<file path="config.mk">
export PLATFORM = sky130hd
export DESIGN_NAME = cmd_enc
export DESIGN_NICKNAME = d
export VERILOG_FILES = /design/src/rtl/cmd_enc.sv
export SDC_FILE = /design/constraint.sdc
export NUM_CORES = 1
export LEC_CHECK = 0
export ABC_AREA = 1
export BUFFER_PORTS_ARGS = -buffer_cell sky130_fd_sc_hd__buf_2
export CORE_MARGIN = 8
export CORE_UTILIZATION = 59
export CTS_CLUSTER_SIZE = 24
export DETAILED_ROUTE_END_ITERATION = 10
export PLACE_DENSITY = 0.79
export RECOVER_POWER = 50
export SYNTH_ARGS = -nofsm -noshare
export SYNTH_HDL_FRONTEND = slang
export SYNTH_SLANG_ARGS = --single-unit
</file>
<file path="constraint.sdc">
create_clock -name CLK -period 2.3 [get_ports CLK]
set_input_delay 0.46 -clock CLK [delete_from_list [all_inputs] [get_ports CLK]]
set_output_delay 0.46 -clock CLK [all_outputs]
set_load 0.01 [all_outputs]
</file>
<file path="src/rtl/cmd_enc.sv">
// cmd_enc: UART command-frame transmitter (8N1, LSB first).
// On an accepted SEND it serializes HEADER, TX_CMD, TX_DAT, CHK
// (CHK = HEADER ^ TX_CMD ^ TX_DAT) onto IF_TX, every bit lasting
// BIT_PERIOD clocks, with GAP_BITS idle-high bit periods after each stop bit.
//
// Ports:
//   CLK     in   system clock, rising edge
//   RESET   in   asynchronous, active-low reset
//   SEND    in   one-cycle frame request, sampled only while idle
//   TX_CMD  in   command byte, latched on SEND acceptance
//   TX_DAT  in   data byte, latched on SEND acceptance
//   IF_TX   out  serial line, idle high, driven straight from a flop
//   BUSY    out  high from SEND acceptance until the frame ends
//   DONE    out  one-cycle pulse at the end of the frame
`timescale 1ns/1ps
module cmd_enc #(
  parameter int         BIT_PERIOD = 174,
  parameter logic [7:0] HEADER     = 8'h55,
  parameter int         GAP_BITS   = 0
) (
  input  logic       CLK,
  input  logic       RESET,
  input  logic       SEND,
  input  logic [7:0] TX_CMD,
  input  logic [7:0] TX_DAT,
  output logic       IF_TX,
  output logic       BUSY,
  output logic       DONE
);

  localparam logic [11:0] BIT_LAST = 12'(BIT_PERIOD - 1);
  localparam logic [3:0]  GAP_LAST = 4'((GAP_BITS > 0) ? GAP_BITS - 1 : 0);

  // The "next byte" decision is taken on the last cycle of the final stop/gap
  // bit rather than in a state of its own, so consecutive bytes abut with no
  // extra idle clock and the frame length stays an exact multiple of bits.
  typedef enum logic [2:0] {S_IDLE, S_START, S_DATA, S_STOP, S_GAP} state_t;

  state_t      state_q, state_d;
  logic [11:0] baud_q, baud_d;
  logic [2:0]  bit_q, bit_d;
  logic [1:0]  idx_q, idx_d;
  logic [3:0]  gap_q, gap_d;
  logic [7:0]  cmd_q, cmd_d;
  logic [7:0]  dat_q, dat_d;
  logic        tx_q, tx_d;
  logic        busy_q, busy_d;
  logic        done_q, done_d;

  logic [7:0]  cur_byte;
  logic [2:0]  bit_nx;
  logic        bit_end;
  logic        byte_end;

  always_comb begin
    cur_byte = HEADER;
    case (idx_q)
      2'd0:    cur_byte = HEADER;
      2'd1:    cur_byte = cmd_q;
      2'd2:    cur_byte = dat_q;
      default: cur_byte = HEADER ^ cmd_q ^ dat_q;
    endcase
  end

  assign bit_nx  = bit_q + 3'd1;
  assign bit_end = (baud_q == BIT_LAST);

  always_comb begin
    state_d  = state_q;
    baud_d   = baud_q;
    bit_d    = bit_q;
    idx_d    = idx_q;
    gap_d    = gap_q;
    cmd_d    = cmd_q;
    dat_d    = dat_q;
    tx_d     = tx_q;
    busy_d   = busy_q;
    done_d   = 1'b0;
    byte_end = 1'b0;

    // Baud counter free-runs while a frame is active and reloads every bit.
    if (state_q != S_IDLE) baud_d = bit_end ? 12'd0 : baud_q + 12'd1;
    else                   baud_d = 12'd0;

    case (state_q)
      S_IDLE: begin
        tx_d   = 1'b1;
        busy_d = 1'b0;
        if (SEND) begin
          state_d = S_START;
          cmd_d   = TX_CMD;
          dat_d   = TX_DAT;
          idx_d   = 2'd0;
          bit_d   = 3'd0;
          gap_d   = 4'd0;
          tx_d    = 1'b0;
          busy_d  = 1'b1;
        end
      end
      S_START: begin
        if (bit_end) begin
          state_d = S_DATA;
          bit_d   = 3'd0;
          tx_d    = cur_byte[0];
        end
      end
      S_DATA: begin
        if (bit_end) begin
          if (bit_q == 3'd7) begin
            state_d = S_STOP;
            tx_d    = 1'b1;
          end else begin
            bit_d = bit_nx;
            tx_d  = cur_byte[bit_nx];
          end
        end
      end
      S_STOP: begin
        if (bit_end) begin
          if (GAP_BITS == 0) byte_end = 1'b1;
          else begin
            state_d = S_GAP;
            gap_d   = 4'd0;
          end
        end
      end
      S_GAP: begin
        if (bit_end) begin
          if (gap_q == GAP_LAST) byte_end = 1'b1;
          else                   gap_d = gap_q + 4'd1;
        end
      end
      default: state_d = S_IDLE;
    endcase

    if (byte_end) begin
      if (idx_q != 2'd3) begin
        idx_d   = idx_q + 2'd1;
        state_d = S_START;
        tx_d    = 1'b0;
      end else begin
        idx_d   = 2'd0;
        state_d = S_IDLE;
        tx_d    = 1'b1;
        busy_d  = 1'b0;
        done_d  = 1'b1;
      end
      bit_d = 3'd0;
      gap_d = 4'd0;
    end
  end

  always_ff @(posedge CLK or negedge RESET) begin
    if (!RESET) begin
      state_q <= S_IDLE;
      baud_q  <= 12'd0;
      bit_q   <= 3'd0;
      idx_q   <= 2'd0;
      gap_q   <= 4'd0;
      cmd_q   <= 8'd0;
      dat_q   <= 8'd0;
      tx_q    <= 1'b1;
      busy_q  <= 1'b0;
      done_q  <= 1'b0;
    end else begin
      state_q <= state_d;
      baud_q  <= baud_d;
      bit_q   <= bit_d;
      idx_q   <= idx_d;
      gap_q   <= gap_d;
      cmd_q   <= cmd_d;
      dat_q   <= dat_d;
      tx_q    <= tx_d;
      busy_q  <= busy_d;
      done_q  <= done_d;
    end
  end

  assign IF_TX = tx_q;
  assign BUSY  = busy_q;
  assign DONE  = done_q;

endmodule

</file>
# Yosys cells after proc, flatten, opt, wreduce, memory -nomap -nowiden
# Index checks and enable logic that the tools add are counted.
[totals]
regBits = 43
output_inout_bits = 3
input_bits = 19
word_cells = 92
[op_classes]
reduce_logical = 15
magnitude_cmp = 1
mux = 43
eq_ne = 17
n_bitwise = 2
add_sub_neg = 4
[ops]
columns = ["op", "count"]
rows = [
  ["$mux W3", 10],
  ["$mux W12", 2],
  ["$pmux W8 S3", 1],
  ["$ne A3 B3 Y1 const B", 7],
  ["$mux W1", 16],
  ["$mux W4", 4],
  ["$add A12 B1 Y12 const B", 1],
  ["$eq A12 B8 Y1 const B", 1],
  ["$pmux W3 S4", 1],
  ["$reduce_and A5 Y1", 2],
  ["$pmux W3 S3", 1],
  ["$mux W2", 4],
  ["$pmux W4 S2", 1],
  ["$xor A8 B8 Y8", 1],
  ["$eq A3 B2 Y1 const B", 2],
  ["$eq A3 B3 Y1 const B", 2],
  ["$reduce_bool A3 Y1", 2],
  ["$add A4 B1 Y4 const B", 1],
  ["$logic_not A4 Y1", 1],
  ["$lt A3 B4 Y1 const B", 1],
  ["$not A4 Y4", 1],
  ["$reduce_and A2 Y1", 2],
  ["$reduce_and A4 Y1", 1],
  ["$reduce_bool A2 Y1", 2],
  ["15 further kinds", 15],
]

# Logic depth before layout (Yosys ltp)
# Gate-level depths: netlist (run 1).
[logic_depth]
word_depth = 9
ltp_mapped = 19
mapped_depth_nobuf = 18

# Worst setup path before layout (run 1)
# OpenSTA, ideal clock, no wires.
[synth_timing]
path_type = "reg-to-reg"
startpoint = "reg state_q[0]"
endpoint = "reg cmd_q[0]"
setup_slack_ns = 0.674
period_less_slack_ns = 1.626
setup_ns = 0.133
arrival_time_ns = 1.493
path_stages_with_launch = 7
required_ns = 2.167
n_path_buf = 2
path_cell_list = "dfrtp_1 > inv_1 > ha_1 > nand2_1 > buf_1 > clkbuf_1 > a21oi_1"
[synth_between]
elab_chain_len = 2
[synth_lines]
columns = ["element", "line_no", "text"]
rows = [
  ["from (decl)", "39", "state_t state_q, state_d;"],
  ["from (signal assigned)", "166", "state_q <= state_d;"],
  ["$logic_not A3 Y1", "85", "case (state_q)"],
  ["$reduce_and A2 Y1 (no source line)", "-", ""],
  ["to (signal assigned)", "171", "cmd_q <= cmd_d;"],
  ["to (decl)", "44", "logic [7:0] cmd_q, cmd_d;"],
]
# No other way between the ends.
# A chain may end at the register's enable or synchronous reset.

# Worst setup path after layout (run 1)
[layout_timing]
startpoint = "reg state_q[0]"
endpoint = "reg cmd_q[1]"
# Same word-level chain as after synthesis.

==> flow_summary.toml, run 1 <==
[power]
powerDensity_mw_per_mm2 = 1040
power_switching_mw = 1.11
p_comb_share_pct = 42.2
p_leak_nw = 1.29
clock_power_share_pct = 17.5
p_int_mw = 1.55
seqPwrFrac_pct = 40.3
vdd_drop_max_mv = 0.546
swShare_pct = 41.7

[routing]
vias_per_cell = 5.08
wire_per_inst_um = 12.3
drc = 0
drt_iter0_drc = 160
firstDrtPassIters = 4
dr_total_vias = 1880
drt.antenna.violating_nets = 0
wl_um = 4560

[sta]
tns_ns = 0
skew_ns = 0.00256
clock.fmax_mhz = 532
max-slew-margin-rel_pct = 45.7
fin_crit_ns = 1.88
setup_viol = 0
finalCritPeriodShare_pct = 81.7
hold_viol = 0
hold_slack_ns = 0.264
worst_slew_pin_slew_ns = 0.815
maxSlewViolCount = 0
rsz0062_at_grt = "no"

[synthesis]
synth_cell_types = 43
async_flop_share_pct = 100
syn_area_per_cell_um2 = 7.87
synth_edf_count = 0
yosysWarnings = 0
syn-num-nets = 328
synth.most_common_cell = "nand2_1"
synthTopCellsByArea = "dfrtp_1, nand2_1, ha_1"
synth_top_area_cell = "dfrtp_1"
yosysSeqAreaShare_pct = 40.8
ys_ff_latch = 38
yosysTopAreaCellShare_pct = 39.6
synth-main-ff-cell = "dfrtp_1"
synthesis.area_mm2 = 0.00234
postSynthCellCount = 297
synth.top_cells.by_count = "nand2_1, dfrtp_1, inv_1"

[placed_design]
dp_hpwl_um = 3380
gp_congestion = 0.853
port-buffer-count = 21

[cells_and_area]
n_fill_cell = 344
num-nets-final = 350
n_antenna_cell = 0
area_delta_synth_final_pct = 10.1
drive_gt1_share_pct = 18.4

[worst_setup_path]
crit_arrival_ns = 2.06
critical_path_class = "flip-flop to flip-flop"
worstSetupEndpointType = "flip-flop"
crit_required_ns = 2.48
start_kind = "flip-flop"
critPathMaxFanout = 20

[global_routing]
gr-usage-all-layers_pct = 16.1
grt_max_degree = 39
grt_pass1_wl_um = 8130
antenna_found_initial = 0
grt_overflow = 0
grt_pass1_vias = 1824

[floorplanning]
io_pins = 22
die-area_mm2 = 0.00623
die_x_um = 78.9
design.core.area_mm2 = 0.00391
fp.dieH_um = 78.9
rows = 23
start_util_pct = 59.7

[job]
maxCapViolations = 0

[clock_network]
htreeDepth = 2
cts_buffers = 5
post-cts-setup-buffer-count = 0
cts_hold_buffers = 0
cts_tree = "built"
post_cts_resized = 0
path_clk_slew_ns = 0.07
ctsLongestPathBuffers = 2
cts_root_buffer = "clkbuf_8"
insertion_delay_ns = 0.29
cts.sinks = 38

[worst_hold_path]
hp-class = "input pin to asynchronous set/reset pin"

[status]
outcome = "completed"
[worst max-delay path, cell delays in order (launching register included)]
cell	delay, ns
dfrtp_1	0.42
inv_1	0.09
ha_1	0.30
nand2_1	0.47
buf_4	0.35
nor2_1	0.09
a21oi_1	0.04
[power by group through the flow]
stage,Combinational [mW],Clock (mW),Sequential (mW)
global placement,1.09,0,1.08
CTS,1.13,0.481,1.07
detailed placement,1.12,0,1.08
finish,1.12,0.467,1.07
floorplan,0.894,0,1.04
global route,1.29,0.503,1.11
[area by class of cell]
class	count	area, um^2	share of cell area, %
inverters	38	143	5.55
flip-flops and latches	38	952	37.0
repair buffers	22	111	4.33
well taps	50	62.6	2.43
multi-input cells	214	1210	47.1
clock inverters	1	5.00	0.195
clock buffers	7	86.3	3.36
[flip-flops by register name, summed over array words and instances (netlist names)]
signal / count
idx_q: 2
BUSY: 1
DONE: 1
dat_q: 8
cmd_q: 8
bit_q: 3
baud_q: 12
state_q: 2
IF_TX: 1
[layout by cell type, fill, tap and decap left out, types with 2 or more instances in the layout]
cell      count
a21oi_1      19
nand2_1      87
o21ai_2       3
nand3_1      22
clkbuf_8      6
ha_1         12
nor3b_1       3
mux2_2        4
clkbuf_1      2
nor2_2        5
buf_2        20
inv_2         5
nor4_2        2
xnor2_1       2
o21ai_1       3
o211ai_1      2
clkinv_1      2
o21ai_0       3
dfrtp_1      37
inv_1        31
nor2_1       23
nor3_1        4
[routing by layer]
layer / GRT usage (%) / part of all wire, % / vias up
met5: 0 / 0 / -
met2: 23.4 / 42 / 42
met3: 4.40 / 4.8 / 9
met4: 6.67 / 1.6 / 0
li1: - / - / 995
met1: 22.2 / 51 / 834
[stage by stage]
stage | cells | util [%] | cell area, um^2 | power, mW | setup WS, ns
5_1_grt | 370 | 65.7 | 2570 | 2.90 | 0.198
2_1_floorplan | 297 | - | 2340 | 1.94 | 0.674
3_5_place_dp | 362 | 63.4 | 2480 | 2.20 | 0.428
6_report | 370 | 65.7 | 2570 | 2.66 | 0.421
4_1_cts | 370 | 65.7 | 2570 | 2.68 | 0.401
3_3_place_gp | 362 | 63.4 | 2480 | 2.16 | 0.463
[path summary, 6_finish.rpt]
check / slack, ns / start / end / cells past startpoint
setup / recovery: 0.42 / state_q[0] / cmd_q[1] / 6
hold / removal: 0.26 / RESET / baud_q[2] / 1
setup reg to reg: 0.42 / state_q[0] / cmd_q[1] / 6
hold reg to reg: 0.49 / IF_TX / IF_TX / 2
max in group asynchronous: 1.53 / RESET / bit_q[0] / 1
min in group CLK: 0.40 / TX_CMD[4] / cmd_q[4] / 2
[cells by family after synthesis]
| logic type | synth area share, % |
|---|---|
| compound gates | 8.41 |
| xor+xnor | 1.13 |
| fa+ha+maj | 6.43 |
| buf+inv | 7.39 |
| flops | 40.8 |
| mux | 1.93 |
| simple gates | 34.0 |
Note: power is estimated with default switching activity, not from simulation.
==> run 2, diff against run 1 <==
--- a/config.mk
+++ b/config.mk
@@ -5,13 +5,13 @@
 export SDC_FILE = /design/constraint.sdc
 export NUM_CORES = 1
 export LEC_CHECK = 0
-export ABC_AREA = 1
+export ABC_AREA = 0
 export BUFFER_PORTS_ARGS = -buffer_cell sky130_fd_sc_hd__buf_2
 export CORE_MARGIN = 8
-export CORE_UTILIZATION = 59
+export CORE_UTILIZATION = 52
 export CTS_CLUSTER_SIZE = 24
 export DETAILED_ROUTE_END_ITERATION = 10
-export PLACE_DENSITY = 0.79
+export PLACE_DENSITY = 0.75
 export RECOVER_POWER = 50
 export SYNTH_ARGS = -nofsm -noshare
 export SYNTH_HDL_FRONTEND = slang
==> constraint.sdc (replaced) <==
create_clock -name CLK -period 1.6 [get_ports CLK]
set_input_delay 0.32 -clock CLK [delete_from_list [all_inputs] [get_ports CLK]]
set_output_delay 0.32 -clock CLK [all_outputs]
set_load 0.01 [all_outputs]
==> run 2 against run 1 <==
Effect of this change: the run now ends with negative setup slack left; first-iteration DRC count fell by 68%; largest cell class unchanged; clock-buffer cell count did not move; final area rose by 11%; critical path type unchanged.
==> flow_summary.toml, run 2 <==
[status]
outcome = "finished with violations"
violations = "negative setup slack"

[worst_setup_path]
critical_path_class = "flip-flop to flip-flop"
worstSetupEndpointType = "flip-flop"
critPathMaxFanout = 4
start_kind = "flip-flop"
crit_required_ns = 1.81
crit_arrival_ns = 2.03

[power]
finalPower_mw = 1.67
p_leak_nw = 1.41
powerDensity_mw_per_mm2 = 586
vdd_drop_max_mv = 0.490

[synthesis]
synthTopCellsByArea = "dfrtp_1, mux2_2, ha_1"
synth_xor_area_share_pct = 7.47
yosys.area_share.simple_pct = 15.0
syn-num-nets = 225
muxShareOfSynthArea_pct = 10.6
syn_area_per_cell_um2 = 10.9
synth.top_cells.by_count = "dfrtp_1, nor2_1, mux2_2"
ys_ff_latch = 38
postSynthCellCount = 194
yosysSeqAreaShare_pct = 45.1
synth_top_family_by_area = "simple AND/OR/NAND/NOR gates"
synth_edf_count = 0
synth_compound_area_share_pct = 10.9
yosysWarnings = 0
yosysTopAreaCellShare_pct = 43.9
synth-main-ff-cell = "dfrtp_1"
synth_cell_types = 44
synthesis.area_mm2 = 0.00211
yosys.area_share.adder_pct = 7.12
synth_top_area_cell = "dfrtp_1"
async_flop_share_pct = 100
synth.most_common_cell = "dfrtp_1"

[sta]
finalCritPeriodShare_pct = 114
hold_viol = 0
worst_slew_pin_slew_ns = 0.956
maxSlewViolCount = 0
clock.fmax_mhz = 549
setup_viol = 5
max-slew-margin-rel_pct = 36.3
worst_slack_ns = -0.223
skew_ns = 0.00367
hold_slack_ns = 0.249
fin_crit_ns = 1.82
rsz0062_at_grt = "yes"

[cells_and_area]
largest-register = "baud_q"
largest_reg_flops = 12
drive_gt1_share_pct = 47.9
num-nets-final = 289
n_antenna_cell = 0
reg_top3 = "baud_q x12, cmd_q x8, dat_q x8"
layout_commonest_cell = "buf_4"
area_delta_synth_final_pct = 35.1
mostFrequentLayoutCells = "buf_4, dfrtp_1, buf_2"

[worst_hold_path]
hp-class = "input pin to asynchronous set/reset pin"

[routing]
wire_per_inst_um = 15.7
dr_total_vias = 1711
wl_um = 4860
firstDrtPassIters = 4
drc = 0
vias_per_cell = 5.54
drt_iter0_drc = 51
drt.antenna.violating_nets = 0

[global_routing]
antenna_found_initial = 0
grt_overflow = 0
grt_pass1_vias = 1787
gr-usage-all-layers_pct = 16.0
grt_pass1_wl_um = 7990
grt_max_degree = 39

[floorplanning]
rows = 23
die-area_mm2 = 0.00635
io_pins = 22
start_util_pct = 53.5
fp.dieH_um = 79.7
design.core.area_mm2 = 0.00394
die_x_um = 79.7

[job]
maxCapViolations = 0

[placed_design]
port-buffer-count = 21
gp_congestion = 0.784
dp_hpwl_um = 3430

[clock_network]
ctsLongestPathBuffers = 2
cts_buffers = 5
path_clk_slew_ns = 0.07
cts_root_buffer = "clkbuf_8"
cts_tree = "built"
insertion_delay_ns = 0.29
htreeDepth = 2
cts.sinks = 38
## run 2: cell types whose count changed after synthesis, sizes merged, moves of 5 or more
cell / previous run / this run
a21oi: 20 / 6
xor2: 1 / 11
mux2: 4 / 17
nand3: 23 / 9
nor3: 6 / 1
nor2: 30 / 18
nand2: 89 / 11
inv: 36 / 11
xnor2: 2 / 7
a221oi: 0 / 5
## run 2: worst paths after layout
kind                            from        to  slack (ns)  cells past startpoint
max in group asynchronous      RESET  idx_q[1]        0.68                      2
max reg2reg                 idx_q[0]     IF_TX       -0.22                      7
min                            RESET      BUSY        0.25                      2
max                         idx_q[0]     IF_TX       -0.22                      7
min reg2reg                 bit_q[1]  bit_q[1]        0.54                      2
min in group CLK           TX_DAT[7]  dat_q[7]        0.26                      2
## run 2: worst max-delay path, cell delays in order (launching register included)
cell and delay [ns]:
dfrtp_2 0.46, inv_4 0.07, ha_4 0.16, or2_4 0.24
a221o_1 0.27, a31o_1 0.23, o311ai_2 0.21, a31oi_1 0.11
## run 2: kinds of logic (layout without fill, tap and decap cells)
logic type	Yosys count	in the layout
buffers and inverters	18	83
flip-flops	38	38
multiplexers	19	19
adder cells (fa/ha/maj)	12	12
XOR/XNOR	18	18
AO/OA/AOI/OAI	31	31
AND/OR/NAND/NOR	58	58
## run 2: stage by stage
stage	setup TNS (ns)	setup WS (ns)	area (um^2)	instances	util, %
final	-0.542	-0.223	2850	309	72.3
after global placement	-0.538	-0.192	2590	297	65.7
after floorplan	-0.205	-0.105	2170	194	-
after CTS	-0.544	-0.215	2790	309	70.7
after global routing	-1.11	-0.290	2850	309	72.3
after detailed placement	-0.875	-0.261	2590	297	65.7
## run 2: layout make-up
| cell class | instances | area, um^2 |
|---|---|---|
| clock buffer | 7 | 86.3 |
| clock inverter | 1 | 5.00 |
| fill | 274 | 1090 |
| inverter | 11 | 46.3 |
| multi-input combinational | 138 | 1250 |
| sequential | 38 | 955 |
| tap | 50 | 62.6 |
| timing repair buffer | 64 | 442 |
## run 2: routing by layer
metal  GRT usage (%)  share of wire [%]  vias up
met3            3.38                4.1        8
met5               0                  0        -
met4            8.15                1.2        0
met1            20.3                 46      846
met2            25.2                 49       39
li1                -                  -      818
## run 2: timing repair
action                                  CTS  global route
resized for setup                        18            14
endpoints found under the setup margin    8             8
setup buffers                             4             0
hold endpoints to repair                  0             0
hold buffers                              0             0
pin swaps                                 5             2
## run 2: report_power, final
group          switching, mW  internal, mW
combinational         0.0254        0.0166
sequential                 0         0.960
clock                  0.319         0.347
